### src/rtl/cascade_counter_n.sv
// Single-clock cascaded digit counter (up to 4 stages) with enable, up/down,
// clamped parallel load and registered wrap pulse. Define CASCADE_CNT_SATURATE_EN to hold at terminal state.
module cascade_counter_n #(
  parameter int unsigned W      = 4,
  parameter int unsigned STAGES = 2,
  parameter int unsigned MOD0   = 10,
  parameter int unsigned MOD1   = 6,
  parameter int unsigned MOD2   = 10,
  parameter int unsigned MOD3   = 10
) (
  input  logic                  clk,
  input  logic                  rst,
  input  logic                  en,
  input  logic                  up,
  input  logic                  load,
  input  logic [STAGES*W-1:0]   load_val,
  output logic [STAGES*W-1:0]   cnt,
  output logic [STAGES-1:0]     stage_carry,
  output logic                  cout
);

  localparam int unsigned CW = STAGES * W;

  function automatic logic [W-1:0] digit_max(input int unsigned i);
    int unsigned m;
    case (i)
      0:       m = MOD0;
      1:       m = MOD1;
      2:       m = MOD2;
      default: m = MOD3;
    endcase
    return W'(m - 1);
  endfunction

  logic [CW-1:0]     cnt_q, cnt_d;
  logic              cout_q, cout_d;
  logic [STAGES-1:0] at_edge_c, step_c, wrap_c;
  logic              terminal_c, hold_c;

  // Carry chain: a stage steps when every lower stage sits at its wrap edge.
  always_comb begin
    logic run;
    at_edge_c = '0;
    step_c    = '0;
    for (int i = 0; i < int'(STAGES); i++) begin
      at_edge_c[i] = up ? (cnt_q[i*W +: W] == digit_max(i)) : (cnt_q[i*W +: W] == '0);
    end
    terminal_c = &at_edge_c;
`ifdef CASCADE_CNT_SATURATE_EN
    hold_c = terminal_c;
`else
    hold_c = 1'b0;
`endif
    run = en && !hold_c;
    for (int i = 0; i < int'(STAGES); i++) begin
      step_c[i] = run;
      run       = run && at_edge_c[i];
    end
    wrap_c = step_c & at_edge_c;
  end

  // Next state: load (with per-digit clamp) beats counting.
  always_comb begin
    logic [W-1:0] digit;
    cnt_d  = cnt_q;
    cout_d = 1'b0;
    digit  = '0;
    if (load) begin
      for (int i = 0; i < int'(STAGES); i++) begin
        digit = load_val[i*W +: W];
        cnt_d[i*W +: W] = (digit > digit_max(i)) ? digit_max(i) : digit;
      end
    end else if (en) begin
      cout_d = terminal_c;
      for (int i = 0; i < int'(STAGES); i++) begin
        if (step_c[i]) begin
          if (up) begin
            cnt_d[i*W +: W] = at_edge_c[i] ? '0 : cnt_q[i*W +: W] + W'(1);
          end else begin
            cnt_d[i*W +: W] = at_edge_c[i] ? digit_max(i) : cnt_q[i*W +: W] - W'(1);
          end
        end
      end
    end
  end

  always_ff @(posedge clk) begin
    if (rst) begin
      cnt_q  <= '0;
      cout_q <= 1'b0;
    end else begin
      cnt_q  <= cnt_d;
      cout_q <= cout_d;
    end
  end

  assign cnt         = cnt_q;
  assign cout        = cout_q;
  assign stage_carry = wrap_c;

endmodule

### config.mk
export PLATFORM = sky130hd
export DESIGN_NAME = cascade_counter_n
export DESIGN_NICKNAME = d
export VERILOG_FILES = /design/src/rtl/cascade_counter_n.sv
export SDC_FILE = /design/constraint.sdc
export NUM_CORES = 1
export LEC_CHECK = 0
export ABC_AREA = 1
export CORE_MARGIN = 2
export CORE_UTILIZATION = 25
export CTS_BUF_LIST = sky130_fd_sc_hd__clkbuf_16
export CTS_CLUSTER_DIAMETER = 50
export DETAILED_ROUTE_END_ITERATION = 6
export HOLD_SLACK_MARGIN = 0.06
export PLACE_DENSITY = 0.45
export SLEW_MARGIN = 40
export SYNTH_ARGS = -nofsm -noshare
export SYNTH_HDL_FRONTEND = slang
export SYNTH_SLANG_ARGS = --single-unit
export TNS_END_PERCENT = 50
### constraint.sdc
create_clock -name clk -period 1.9 [get_ports clk]
set_clock_uncertainty 0.15 [all_clocks]
set_input_delay 0.475 -clock clk [delete_from_list [all_inputs] [get_ports clk]]
set_output_delay 0.475 -clock clk [all_outputs]
set_load 0.02 [all_outputs]
==> results.py, run 1 <==
metrics = {
    "outcome": {
        "status": "finished, violations left",
        "violations": "negative setup slack",
    },
    "synthesis": {
        "synth.top_cell.area_share": 0.218,
        "synth_edf_count": 0,
        "synthMuxAreaShare": 0,
        "syn-mean-instance-area_um2": 6.42,
        "synth.most_common_cell": "nand2_1",
        "synth_seq_area_share": 0.218,
        "yosys_warnings": 0,
        "yosys-top-cells-count": "28 x nand2_1, 16 x inv_1, 13 x nand3_1, 13 x nor2_1",
        "synthSimpleGateAreaFrac": 0.409,
        "syn_inst": 129,
        "synth-seq-cells": 9,
        "synth_compound_area_frac": 0.139,
        "synthArstFlopShare": 0,
        "syn-num-nets": 148,
        "netlist_area_um2": 828,
        "synthTopCellsByArea": "dfxtp_1 22%, nand2_1 13%, ha_1 9.1%",
        "synth_flop_cell": "dfxtp_1",
        "synth_largest_area_cell": "dfxtp_1",
        "yosys.area_share.adder": 0.0906,
        "synth-xor-area-share": 0.0423,
        "synth_top_family_by_area": "simple AND/OR/NAND/NOR gates",
        "synth.distinct_cells": 23,
    },
    "timing": {
        "fmax_mhz": 525,
        "maxSlewViolCount": 0,
        "hold_violations": 0,
        "setup-violations-final": 1,
        "rsz0062_at_grt": "yes",
        "worst_slack_ns": -0.00502,
        "fin_crit_ns": 1.91,
        "maxSlewHeadroom": 0.837,
        "finalCritPeriodShare": 1.00,
        "finalHoldWorstSlack_ns": 0.373,
        "worstMarginPinSlew_ns": 0.242,
    },
    "global_route": {
        "grt_max_degree": 11,
        "grt_pass1_vias": 943,
        "antenna_found_initial": 0,
        "track_usage": 0.150,
        "grt_pass1_wl_mm": 4.13,
        "overflow": 0,
    },
    "cts": {
        "cts_buffers": 3,
        "cts_max_level": 1,
        "clk_pin_slew_worst_paths_ns": 0.04,
        "ctsLongestPathBuffers": 2,
        "cts_root_buffer": "clkbuf_16",
        "worstSkewPairLatency_ns": 0.24,
        "cts.sinks": 9,
        "cts_tree": "built",
    },
    "die": {
        "start_util": 0.267,
        "dieArea_um2": 3790,
        "die_w_um": 61.6,
        "die_y_um": 61.6,
        "fp-row-count": 20,
        "core_area_um2": 3100,
        "io_pins": 24,
    },
    "critical_path": {
        "path_buf_inv": 2,
        "reg2reg_to": "cnt[0]$_SDFFE_PP0P_",
        "cp_slowest_cell": "dfxtp_4",
        "critical_path.max_fanout": 3,
        "critPathMaxStageDelay_ns": 0.35,
        "cp-startpoint": "cnt[0]$_SDFFE_PP0P_",
        "regToRegSetupSlack_ns": 0.33,
        "worstSetupEndpointType": "primary output",
        "crit_arrival_ns": 1.28,
        "crit_chain": "inv_2 > ha_4 > nand3_4 > nand2_2 > nand2_4 > a21oi_2 > buf_6",
        "path_delay_family": "flip-flops",
        "critical_path_depth": 7,
        "crit_path_start_kind": "flop",
        "crit_type": "reg -> out",
        "rr_startpoint": "cnt[0]$_SDFFE_PP0P_",
        "required_ns": 1.27,
        "r2r_cells": 9,
        "cp-endpoint": "stage_carry[1]",
    },
    "routing": {
        "vias_per_cell": 4.37,
        "drc": 0,
        "drt_wl_total_mm": 2.48,
        "first_pass_iters": 4,
        "wl_per_cell_um": 10.9,
        "num_vias": 996,
        "detailedRoute.firstIterationViolations": 19,
        "drtAntennaViolNets": 0,
    },
    "final_layout": {
        "drive_gt1_frac": 0.332,
        "layout-area-overhead-vs-synth_pct": 75.5,
        "design_area_um2": 1450,
        "final_util": 0.469,
        "fill_cells": 352,
        "final_cells": 228,
        "diodes": 0,
        "nNetsFinal": 204,
    },
    "hold_path": {
        "hp-class": "reg -> reg",
    },
    "power": {
        "pwr_density_cell_nw_per_um2": 663,
        "ir_drop_mv": 0.315,
        "leakagePower_nw": 0.731,
    },
    "placement": {
        "dp.cells": 222,
        "hpwlAfterDp_mm": 1.99,
        "io_buffers": 23,
        "pre_cts_ws_ns": -0.752,
        "routabilityCongestion": 0.796,
        "place_area_um2": 1310,
    },
    "job": {
        "drv_cap": 0,
    },
}
## per-layer routing
| layer | GRT usage | up-vias | part of all wire |
|---|---|---|---|
| met5 | 0 | - | 0 |
| met4 | 0.0821 | 0 | 0.025 |
| met3 | 0.0210 | 5 | 0.054 |
| li1 | - | 535 | - |
| met1 | 0.200 | 431 | 0.49 |
| met2 | 0.230 | 25 | 0.43 |
## kinds of logic after synthesis
kind of cell / Yosys count
compound gates: 20
xor+xnor: 4
fa+ha+maj: 6
buf+inv: 20
flops: 9
simple gates: 70
## layout by cell type (no fill, tap or decap), types with 2 or more instances in the layout
| cell | count |
|---|---|
| buf_4 | 31 |
| nand2_1 | 28 |
| nand3_1 | 13 |
| inv_1 | 12 |
| nor2_1 | 12 |
| clkdlybuf4s50_1 | 11 |
| a21oi_1 | 8 |
| dlygate4sd2_1 | 8 |
| nand4_1 | 6 |
| dfxtp_1 | 6 |
| inv_2 | 5 |
| o21ai_0 | 5 |
| a21oi_2 | 3 |
| ha_4 | 3 |
| ha_1 | 3 |
| clkbuf_16 | 3 |
| nand2_2 | 2 |
| nand2_4 | 2 |
| nor2_2 | 2 |
| xor2_1 | 2 |
| a31oi_1 | 2 |
| xnor2_1 | 2 |
| nand3b_1 | 2 |
| dfxtp_2 | 2 |
## how the worst min path moves through the flow
stage	cells after the start	start	end	slack, ns
after floorplan	1	rst	cnt[4]$_SDFFE_PP0P_	0.39
after global placement	2	cnt[4]$_SDFFE_PP0P_	cnt[4]$_SDFFE_PP0P_	0.38
after detailed placement	2	cnt[4]$_SDFFE_PP0P_	cnt[4]$_SDFFE_PP0P_	0.38
after CTS	2	cnt[4]$_SDFFE_PP0P_	cnt[4]$_SDFFE_PP0P_	0.39
after global routing	2	cnt[4]$_SDFFE_PP0P_	cnt[4]$_SDFFE_PP0P_	0.39
final	2	cnt[4]$_SDFFE_PP0P_	cnt[4]$_SDFFE_PP0P_	0.37
## layout make-up
cell class / instances / area, µm² / area share
Clock inverter: 1 / 3.75 / 0.00258
Timing Repair Buffer: 53 / 442 / 0.304
Inverter: 18 / 71.3 / 0.0491
Multi-Input combinational cell: 100 / 621 / 0.427
Clock buffer: 3 / 75.1 / 0.0516
Sequential cell: 9 / 186 / 0.128
Tap cell: 44 / 55.1 / 0.0379
## worst min-delay path, cell delays in order, from the launching register on
cell     delay (ns)
dfxtp_2        0.33
nand3_1        0.10
a21oi_2        0.05
## power by group
part / internal, mW / switching (mW) / total, mW / leakage (nW)
Clock: 0.276 / 0.102 / 0.377 / 0.0423
Sequential: 0.206 / 0.0176 / 0.224 / 0.0754
Combinational: 0.180 / 0.183 / 0.363 / 0.613
## state kept, by name (all words and copies together), names as in the netlist
register and flops:
cnt 8, cout 1
## per-stage QoR
stage,power (mW),TNS [ns]
finish,0.964,-0.00502
global route,1.02,-0.0649
CTS,0.947,-0.0707
detailed placement,0.566,-2.00
global placement,0.565,-1.90
floorplan,0.400,0
## timing repair
| item | 4_1_cts | 5_1_grt |
|---|---|---|
| buffers inserted | 1 | 1 |
| endpoints found under the setup margin | 10 | 2 |
| resized for setup | 23 | 18 |
| pin swaps | 2 | 5 |
| hold buffers | 0 | 0 |
No activity file was read; power rests on OpenSTA's default activity.
==> inputs of run 2 (changes only) <==
CTS_CLUSTER_DIAMETER = not set   (was 50)
==> results of run 2 <==
No change in the layout: final DEF, timing and power equal those of run 1.
